===== config.mk =====
export PLATFORM = sky130hd
export DESIGN_NAME = mem_port_arbiter
export DESIGN_NICKNAME = d
export VERILOG_FILES = /design/src/rtl/mem_arb_pkg.sv /design/src/rtl/arb_sat_counter.sv /design/src/rtl/mem_port_arbiter.sv
export SDC_FILE = /design/constraint.sdc
export NUM_CORES = 1
export LEC_CHECK = 0
export ABC_AREA = 1
export BUFFER_PORTS_ARGS = -buffer_cell sky130_fd_sc_hd__buf_2
export CORE_AREA = 2 2 108 110
export DETAILED_ROUTE_END_ITERATION = 8
export DIE_AREA = 0 0 110 112
export SLEW_MARGIN = 0
export SYNTH_ARGS = -nofsm -noshare
export SYNTH_HDL_FRONTEND = slang
export SYNTH_SLANG_ARGS = --single-unit

===== constraint.sdc =====
create_clock -name clk -period 2.2 [get_ports clk]
set_input_delay 0.11 -clock clk [delete_from_list [all_inputs] [get_ports clk]]
set_output_delay 0.11 -clock clk [all_outputs]
set_load 0.005 [all_outputs]

===== src/rtl/mem_arb_pkg.sv =====
// Shared types and default widths for the unified memory-port arbiter.
package mem_arb_pkg;

    localparam int MEM_ARB_ADDR_W     = 32;
    localparam int MEM_ARB_DATA_W     = 32;
    localparam int MEM_ARB_STARVE_MAX = 4;

    typedef enum logic [1:0] {
        ARB_IDLE    = 2'd0,
        ARB_WAIT_IF = 2'd1,
        ARB_WAIT_LS = 2'd2
    } arb_state_e;

endpackage


===== src/rtl/arb_sat_counter.sv =====
// Saturating up-counter with synchronous clear (clear wins over increment).
// One-cycle update latency; no backpressure.
module arb_sat_counter #(
    parameter int               WIDTH = 8,
    parameter logic [WIDTH-1:0] MAX   = '1
) (
    input  logic             clk,
    input  logic             rst,
    input  logic             inc,
    input  logic             clr,
    output logic [WIDTH-1:0] cnt
);

    logic [WIDTH-1:0] cnt_q, cnt_d;

    always_comb begin
        cnt_d = cnt_q;
        if (clr) begin
            cnt_d = '0;
        end else if (inc && (cnt_q != MAX)) begin
            cnt_d = cnt_q + 1'b1;
        end
    end

    always_ff @(posedge clk or posedge rst) begin
        if (rst) begin
            cnt_q <= '0;
        end else begin
            cnt_q <= cnt_d;
        end
    end

    assign cnt = cnt_q;

endmodule


===== src/rtl/mem_port_arbiter.sv =====
// Shares one memory port between fetch and load/store; LS priority with IF anti-starvation, one outstanding txn.
// Grant is combinational in the open slot, response routed to owner on mem_rvalid; optional counters under MEM_ARB_PERF_EN.
module mem_port_arbiter
    import mem_arb_pkg::*;
#(
    parameter int ADDR_W     = MEM_ARB_ADDR_W,
    parameter int DATA_W     = MEM_ARB_DATA_W,
    parameter int STARVE_MAX = MEM_ARB_STARVE_MAX
) (
    input  logic                clk,
    input  logic                rst,
    input  logic                if_req,
    input  logic [ADDR_W-1:0]   if_addr,
    output logic                if_gnt,
    output logic                if_rvalid,
    output logic [DATA_W-1:0]   if_rdata,
    input  logic                ls_req,
    input  logic                ls_wr,
    input  logic [DATA_W/8-1:0] ls_mask,
    input  logic [ADDR_W-1:0]   ls_addr,
    input  logic [DATA_W-1:0]   ls_wdata,
    output logic                ls_gnt,
    output logic                ls_rvalid,
    output logic [DATA_W-1:0]   ls_rdata,
    output logic                mem_cs,
    output logic                mem_wr,
    output logic [DATA_W/8-1:0] mem_mask,
    output logic [ADDR_W-1:0]   mem_addr,
    output logic [DATA_W-1:0]   mem_wdata,
    input  logic                mem_ready,
    input  logic                mem_rvalid,
    input  logic [DATA_W-1:0]   mem_rdata,
    output logic                stall_f,
    output logic                stall_d
`ifdef MEM_ARB_PERF_EN
    ,
    output logic [31:0]         perf_if_gnt,
    output logic [31:0]         perf_ls_gnt,
    output logic [31:0]         perf_conflict
`endif
);

    localparam int SW = (STARVE_MAX < 1) ? 1 : $clog2(STARVE_MAX + 1);

    arb_state_e    state_q;
    logic [SW-1:0] starve_cnt;
    logic          run, slot_open, starve_full, if_win, ls_win, if_retire, ls_retire;

    // Every output is forced low while reset is held, even with live requests.
    assign run         = ~rst;
    assign slot_open   = run & ((state_q == ARB_IDLE) | mem_rvalid);
    assign starve_full = (starve_cnt == SW'(STARVE_MAX));
    assign if_win      = slot_open & if_req & (~ls_req | starve_full);
    assign ls_win      = slot_open & ls_req & ~if_win;

    assign if_gnt    = if_win & mem_ready;
    assign ls_gnt    = ls_win & mem_ready;
    assign mem_cs    = if_win | ls_win;
    assign mem_wr    = ls_win & ls_wr;
    assign mem_mask  = ls_win ? ls_mask  : (if_win ? '1 : '0);
    assign mem_addr  = ls_win ? ls_addr  : (if_win ? if_addr : '0);
    assign mem_wdata = ls_win ? ls_wdata : '0;

    assign if_retire = run & (state_q == ARB_WAIT_IF) & mem_rvalid;
    assign ls_retire = run & (state_q == ARB_WAIT_LS) & mem_rvalid;
    assign if_rvalid = if_retire;
    assign ls_rvalid = ls_retire;
    assign if_rdata  = if_retire ? mem_rdata : '0;
    assign ls_rdata  = ls_retire ? mem_rdata : '0;

    assign stall_f = run & if_req & ~if_retire;
    assign stall_d = run & ((ls_req & ~ls_gnt) | ((state_q == ARB_WAIT_LS) & ~mem_rvalid));

    // A new grant in the retire cycle takes precedence over returning to idle.
    always_ff @(posedge clk or posedge rst) begin
        if (rst) begin
            state_q <= ARB_IDLE;
        end else if (if_gnt) begin
            state_q <= ARB_WAIT_IF;
        end else if (ls_gnt) begin
            state_q <= ARB_WAIT_LS;
        end else if (if_retire | ls_retire) begin
            state_q <= ARB_IDLE;
        end
    end

    arb_sat_counter #(.WIDTH(SW), .MAX(SW'(STARVE_MAX))) u_starve (
        .clk (clk),
        .rst (rst),
        .inc (slot_open & if_req & ~if_gnt),
        .clr (if_gnt | ~if_req),
        .cnt (starve_cnt)
    );

`ifdef MEM_ARB_PERF_EN
    arb_sat_counter #(.WIDTH(32)) u_perf_if (
        .clk (clk), .rst (rst), .inc (if_gnt), .clr (1'b0), .cnt (perf_if_gnt)
    );
    arb_sat_counter #(.WIDTH(32)) u_perf_ls (
        .clk (clk), .rst (rst), .inc (ls_gnt), .clr (1'b0), .cnt (perf_ls_gnt)
    );
    arb_sat_counter #(.WIDTH(32)) u_perf_cf (
        .clk (clk), .rst (rst), .inc (slot_open & if_req & ls_req), .clr (1'b0), .cnt (perf_conflict)
    );
`endif

endmodule

==> results of run 1 <==
-- critical path, cell delays in order (launching register included) --
cell and delay, ns:
dfrtp_1 0.37, inv_1 0.06, ha_1 0.18, nand2_1 0.11
nand2_1 0.13, nand2_1 0.14, buf_8 0.18, nand2_1 0.10
buf_12 0.18, nor2_1 0.09, buf_2 0.12
-- sequential cells by signal, indices dropped and copies added, names as in the netlist --
| signal | flops |
|---|---|
| u_starve.cnt | 3 |
| state_q | 2 |
-- metrics by stage --
stage | util [%] | instance area [µm²]
global route | 28.7 | 3210
CTS | 28.6 | 3200
floorplan | - | 1550
finish | 28.7 | 3210
global placement | 27.8 | 3100
detailed placement | 27.8 | 3100
-- what timing repair did --
item	4_1_cts	5_1_grt
hold buffers	1	0
hold endpoints to repair	5	0
setup endpoints to repair	18	35
gates resized for setup	1	2
-- layer usage --
metal / share of wire (%) / routed length [µm]
met5: 0 / 0
met4: 0.83 / 63
met3: 9.5 / 723
met2: 51 / 3840
met1: 39 / 2950
-- final cells by class --
| cell class | instances | area [µm²] |
|---|---|---|
| repair buffers | 286 | 1500 |
| inverters | 106 | 398 |
| clock buffers | 4 | 78.8 |
| flip-flops and latches | 5 | 125 |
| fillers | 1285 | 7970 |
| well taps | 143 | 179 |
| multi-input cells | 205 | 927 |
-- cell families after synthesis --
family	count (synthesis)	synth area share [%]
AO/OA/AOI/OAI	37	12.1
XOR/XNOR	2	1.13
adder cells (fa/ha/maj)	2	1.62
buffers and inverters	125	32.8
flip-flops	5	8.08
AND/OR/NAND/NOR	164	44.3
-- where the power goes --
part	switching, µW	leakage, µW	internal (µW)
combinational	412	0.00233	359
clock	66.5	0.0000382	241
sequential	25.2	0.0000659	117
total	503	0.00243	717
-- synth_stat cells (2+ instances only) --
cell type | instances | area (µm²)
a21oi_1 | 2 | 10.0
buf_2 | 10 | 50.1
buf_6 | 3 | 33.8
clkbuf_1 | 5 | 18.8
dfrtp_1 | 5 | 125
ha_1 | 2 | 25.0
inv_1 | 105 | 394
nand2_1 | 21 | 78.8
nand3_1 | 35 | 175
nand4_1 | 3 | 18.8
nor2_1 | 101 | 379
o21ai_0 | 25 | 125
o21ai_1 | 9 | 45.0
xor2_1 | 2 | 17.5
-- worst max path at each step --
stage	start	end	slack, ns
finish	u_starve.cnt[0]	mem_wr	0.18
floorplan	u_starve.cnt[0]	mem_addr[11]	0.68
global placement	u_starve.cnt[0]	mem_addr[23]	0.24
global route	u_starve.cnt[0]	mem_wdata[7]	0.0001
detailed placement	u_starve.cnt[0]	mem_addr[23]	0.18
CTS	u_starve.cnt[0]	mem_wdata[3]	0.12
==> flow_summary.toml, run 1 <==
[run_status]
outcome = "finished, final reports clean"

[worst_setup_path]
regToRegStartpoint = "u_starve.cnt[0]"
crit_arrival_ns = 1.91
r2r_end = "state_q[0]"
crit_type = "reg2out"
worst_setup_path_start_kind = "register"
end_kind = "output port"
cp_max_fo = 33
reg2regPathDepth = 9
worstPathRequired_ns = 2.09
r2r_slack_ns = 0.54

[route]
vias = 2805
via_per_inst = 3.74
routed_wl_mm = 7.57
wl_per_cell_um = 10.1
dr.pass1.iters = 4
route.detailed.drc = 0
drt_iter0_markers = 125
detail-route-antenna-nets = 0

[floorplan]
core_area_um2 = 11200
fp.dieArea_um2 = 12300
die_h_um = 112
die_x_um = 110
initial_core_util_pct = 13.9
io_pins = 279
row_count = 39

[sta]
final.setup.tns_ns = 0
rsz0062_at_grt = "no"
finalCritPeriodShare_pct = 92.0
whs_ns = 0.226
slew_headroom_pct = 55.3
tightest_slew_ns = 0.668
fin_ws_ns = 0.175
hold_viol_final = 0
setup_viol = 0
fmax_mhz = 494
layout_min_cycle_time_ns = 2.02
finalClockSkew_ns = 0.000857
maxSlewViolCount = 0

[global_route]
grt_usage_pct = 10.7
grt.overflow.total = 0
grt_antenna_before_repair = 0
use_met1_pct = 12.8
grt_first_pass_wirelength_mm = 10.8
grtUsageMet3_pct = 1.81
top_usage_layer = "met2"
grt_max_degree = 39
met2_usage_pct = 19.3
first_global_vias = 2306

[hold_path]
hold_depth = 3
min_from = "mem_ready"
min_to = "state_q[1]"
hold_path_class = "in2reg"

[power]
total_power_uw = 1220
ir_worst_vdd_uv = 322
p_leak_uw = 0.00243
power.density_nw_per_um2 = 381

[yosys]
synth_area_um2 = 1550
yosysWarningCount = 0
synth_nets = 476
synth_cell_type_count = 21
netlist_instances = 335
ys_seq_area_share_pct = 8.08
dominantRegCellSynth = "dfrtp_1"
synth_edf_count = 0
async_reset_ff_share_pct = 100
avgSynthCellArea_um2 = 4.62
ys_seq_elements = 5

[placement]
dp_hpwl_mm = 6.33
io_buffers = 278
place_ws_ns = 0.178
place_inst = 744
routabilityCongestion = 0.829

[clocking]
cts_htree_levels = 1
clk_latency_ns = 0.23
cts_tree = "built"
cts-root-buf = "clkbuf_16"
clkSinkCount = 5
cts_setup_buffers = 0
clock_path_buffers = 2
path_clk_slew_ns = 0.03
cts_buffers = 3

[cells_and_area]
syn2layout_area_growth_pct = 107
layout_commonest_cell = "buf_2"
drive_gt1_share_pct = 48.3
stdcell_count = 749
fin_nets = 748
mostFrequentLayoutCells = "buf_2, inv_1, nor2_1"
n_antenna_cell = 0

[flow_run]
max_cap_violations = 0
Note: power is estimated with default switching activity, not from simulation.
==> run 2, diff against run 1 <==
==> constraint.sdc (replaced) <==
create_clock -name clk -period 2.2 [get_ports clk]
set_input_delay 0.22 -clock clk [delete_from_list [all_inputs] [get_ports clk]]
set_output_delay 0.22 -clock clk [all_outputs]
set_load 0.005 [all_outputs]
==> run 2 against run 1 <==
Against the previous run:
- first-iteration DRC count up 28%
- cell area up 1.8%
- non-clock buffer count up 8
- setup slack about the same
- core utilization up 0.50 points
- highest routed layer unchanged
==> flow_summary.toml, run 2 (synthesis gave the netlist of run 1 again) <==
[sta]
slew_headroom_pct = 76.4
whs_ns = 0.340
fin_ws_ns = 0.175
hold_viol_final = 0
finalClockSkew_ns = 0.00153
tightest_slew_ns = 0.354
maxSlewViolCount = 0
setup_viol = 0
final.setup.tns_ns = 0
fmax_mhz = 494
layout_min_cycle_time_ns = 2.03
rsz0062_at_grt = "no"
finalCritPeriodShare_pct = 92.1

[hold_path]
min_from = "mem_ready"
min_to = "state_q[1]"
hold_path_class = "in2reg"
hold_depth = 3

[worst_setup_path]
worstPathRequired_ns = 1.98
r2r_end = "state_q[0]"
crit_arrival_ns = 1.81
slowest_delay_ns = 0.37
worst_setup_path_start_kind = "register"
cpMaxStageDelayCell = "dfrtp_1"
regToRegStartpoint = "u_starve.cnt[0]"
r2r_slack_ns = 0.61
reg2regPathDepth = 9
cp_common_cell = "nand2_4"
crit_type = "reg2out"
worstPathCellList = "inv_1 > ha_1 > nand2_2 > nand2_4 > nand2_4 > buf_4 > nand4_1 > nand2_1 > a21oi_1 > buf_2"
end_kind = "output port"
cp_max_fo = 11

[power]
ir_worst_vdd_uv = 340
switchingPower_uw = 511
comb_power_share_pct = 64.2
p_leak_uw = 0.00246
seq_power_share_pct = 11.6
swShare_pct = 41.3
total_power_uw = 1240
power.density_nw_per_um2 = 379
pwr-share-clk_pct = 24.2
cellInternalPower_uw = 725

[cells_and_area]
largest_register_ffs = 3
mostFrequentLayoutCells = "buf_2, inv_1, nor2_1"
n_antenna_cell = 0
layout_commonest_cell = "buf_2"
syn2layout_area_growth_pct = 111
fin_nets = 757
finish.instance_area_um2 = 3260
drive_gt1_share_pct = 49.4

[route]
vias = 2864
via_per_inst = 3.78
dr.pass1.iters = 4
wl_per_cell_um = 10.2
route.detailed.drc = 0
detail-route-antenna-nets = 0
routed_wl_mm = 7.75
drt_iter0_markers = 160

[placement]
placed_area_um2 = 3120
dp_hpwl_mm = 6.51
routabilityCongestion = 0.830
place_ws_ns = 0.238
io_buffers = 278

[floorplan]
die_x_um = 110
fp.dieArea_um2 = 12300
core_area_um2 = 11200
row_count = 39
initial_core_util_pct = 13.9
io_pins = 279
die_h_um = 112

[clocking]
clock_path_buffers = 2
cts_setup_buffers = 0
clkSinkCount = 5
path_clk_slew_ns = 0.03
cts_buffers = 3
cts_htree_levels = 1
cts_tree = "built"
clk_latency_ns = 0.23
cts-root-buf = "clkbuf_16"

[global_route]
grt_max_degree = 34
grt_usage_pct = 10.7
grt.overflow.total = 0
first_global_vias = 2214
grt_first_pass_wirelength_mm = 10.7
grt_antenna_before_repair = 0

[flow_run]
max_cap_violations = 0

[run_status]
outcome = "finished, final reports clean"
==> run 2: worst max-delay path, delay by kind of cell, from the launching register on <==
kind / cells / cell delay [ns]
buf+inv: 3 / 0.36
fa+ha+maj: 1 / 0.20
flops: 1 / 0.37
compound gates: 1 / 0.06
simple gates: 5 / 0.59
==> run 2: final cells by class <==
| class | instances | area (µm²) |
|---|---|---|
| fill | 1261 | 7910 |
| timing repair buffer | 294 | 1520 |
| multi-input combinational | 206 | 962 |
| inverter | 106 | 398 |
| tap | 143 | 179 |
| sequential | 5 | 125 |
| clock buffer | 4 | 78.8 |
==> run 2: layer usage <==
layer  wire [µm]  track usage [%]  vias up
li1            -                -     1527
met1        3180             13.4     1204
met2        3910             19.8      129
met3         627            0.878        4
met4          33             2.19        0
met5           0                0        -
==> run 2: worst max path at each step <==
stage                               end  cells past startpoint  slack, ns       startpoint
after floorplan            mem_addr[11]                      8       0.57  u_starve.cnt[0]
after global placement     mem_addr[13]                      8       0.27  u_starve.cnt[0]
after detailed placement        stall_d                     10       0.24  u_starve.cnt[0]
after CTS                       stall_d                     10      -0.01  u_starve.cnt[0]
after global routing      mem_wdata[23]                      7       0.01       state_q[1]
final                           stall_d                     10       0.17  u_starve.cnt[0]
==> run 2: repair_timing <==
action	CTS	global route
endpoints found under the setup margin	2	70
hold buffers	2	0
cloned	0	1
pin swaps	0	2
resized for setup	0	8
endpoints found under the hold margin	3	0
==> run 2: metrics by stage <==
step	util [%]	std cells
2_1_floorplan	-	335
3_3_place_gp	27.9	751
3_5_place_dp	27.9	751
4_1_cts	28.8	757
5_1_grt	29.2	758
6_report	29.2	758
==> run 2: power groups by stage <==
stage / Clock (µW) / Sequential, µW / Combinational (µW)
detailed placement: 0 / 144 / 775
floorplan: 0 / 139 / 380
global route: 309 / 149 / 901
global placement: 0 / 143 / 781
CTS: 302 / 143 / 782
finish: 299 / 144 / 794
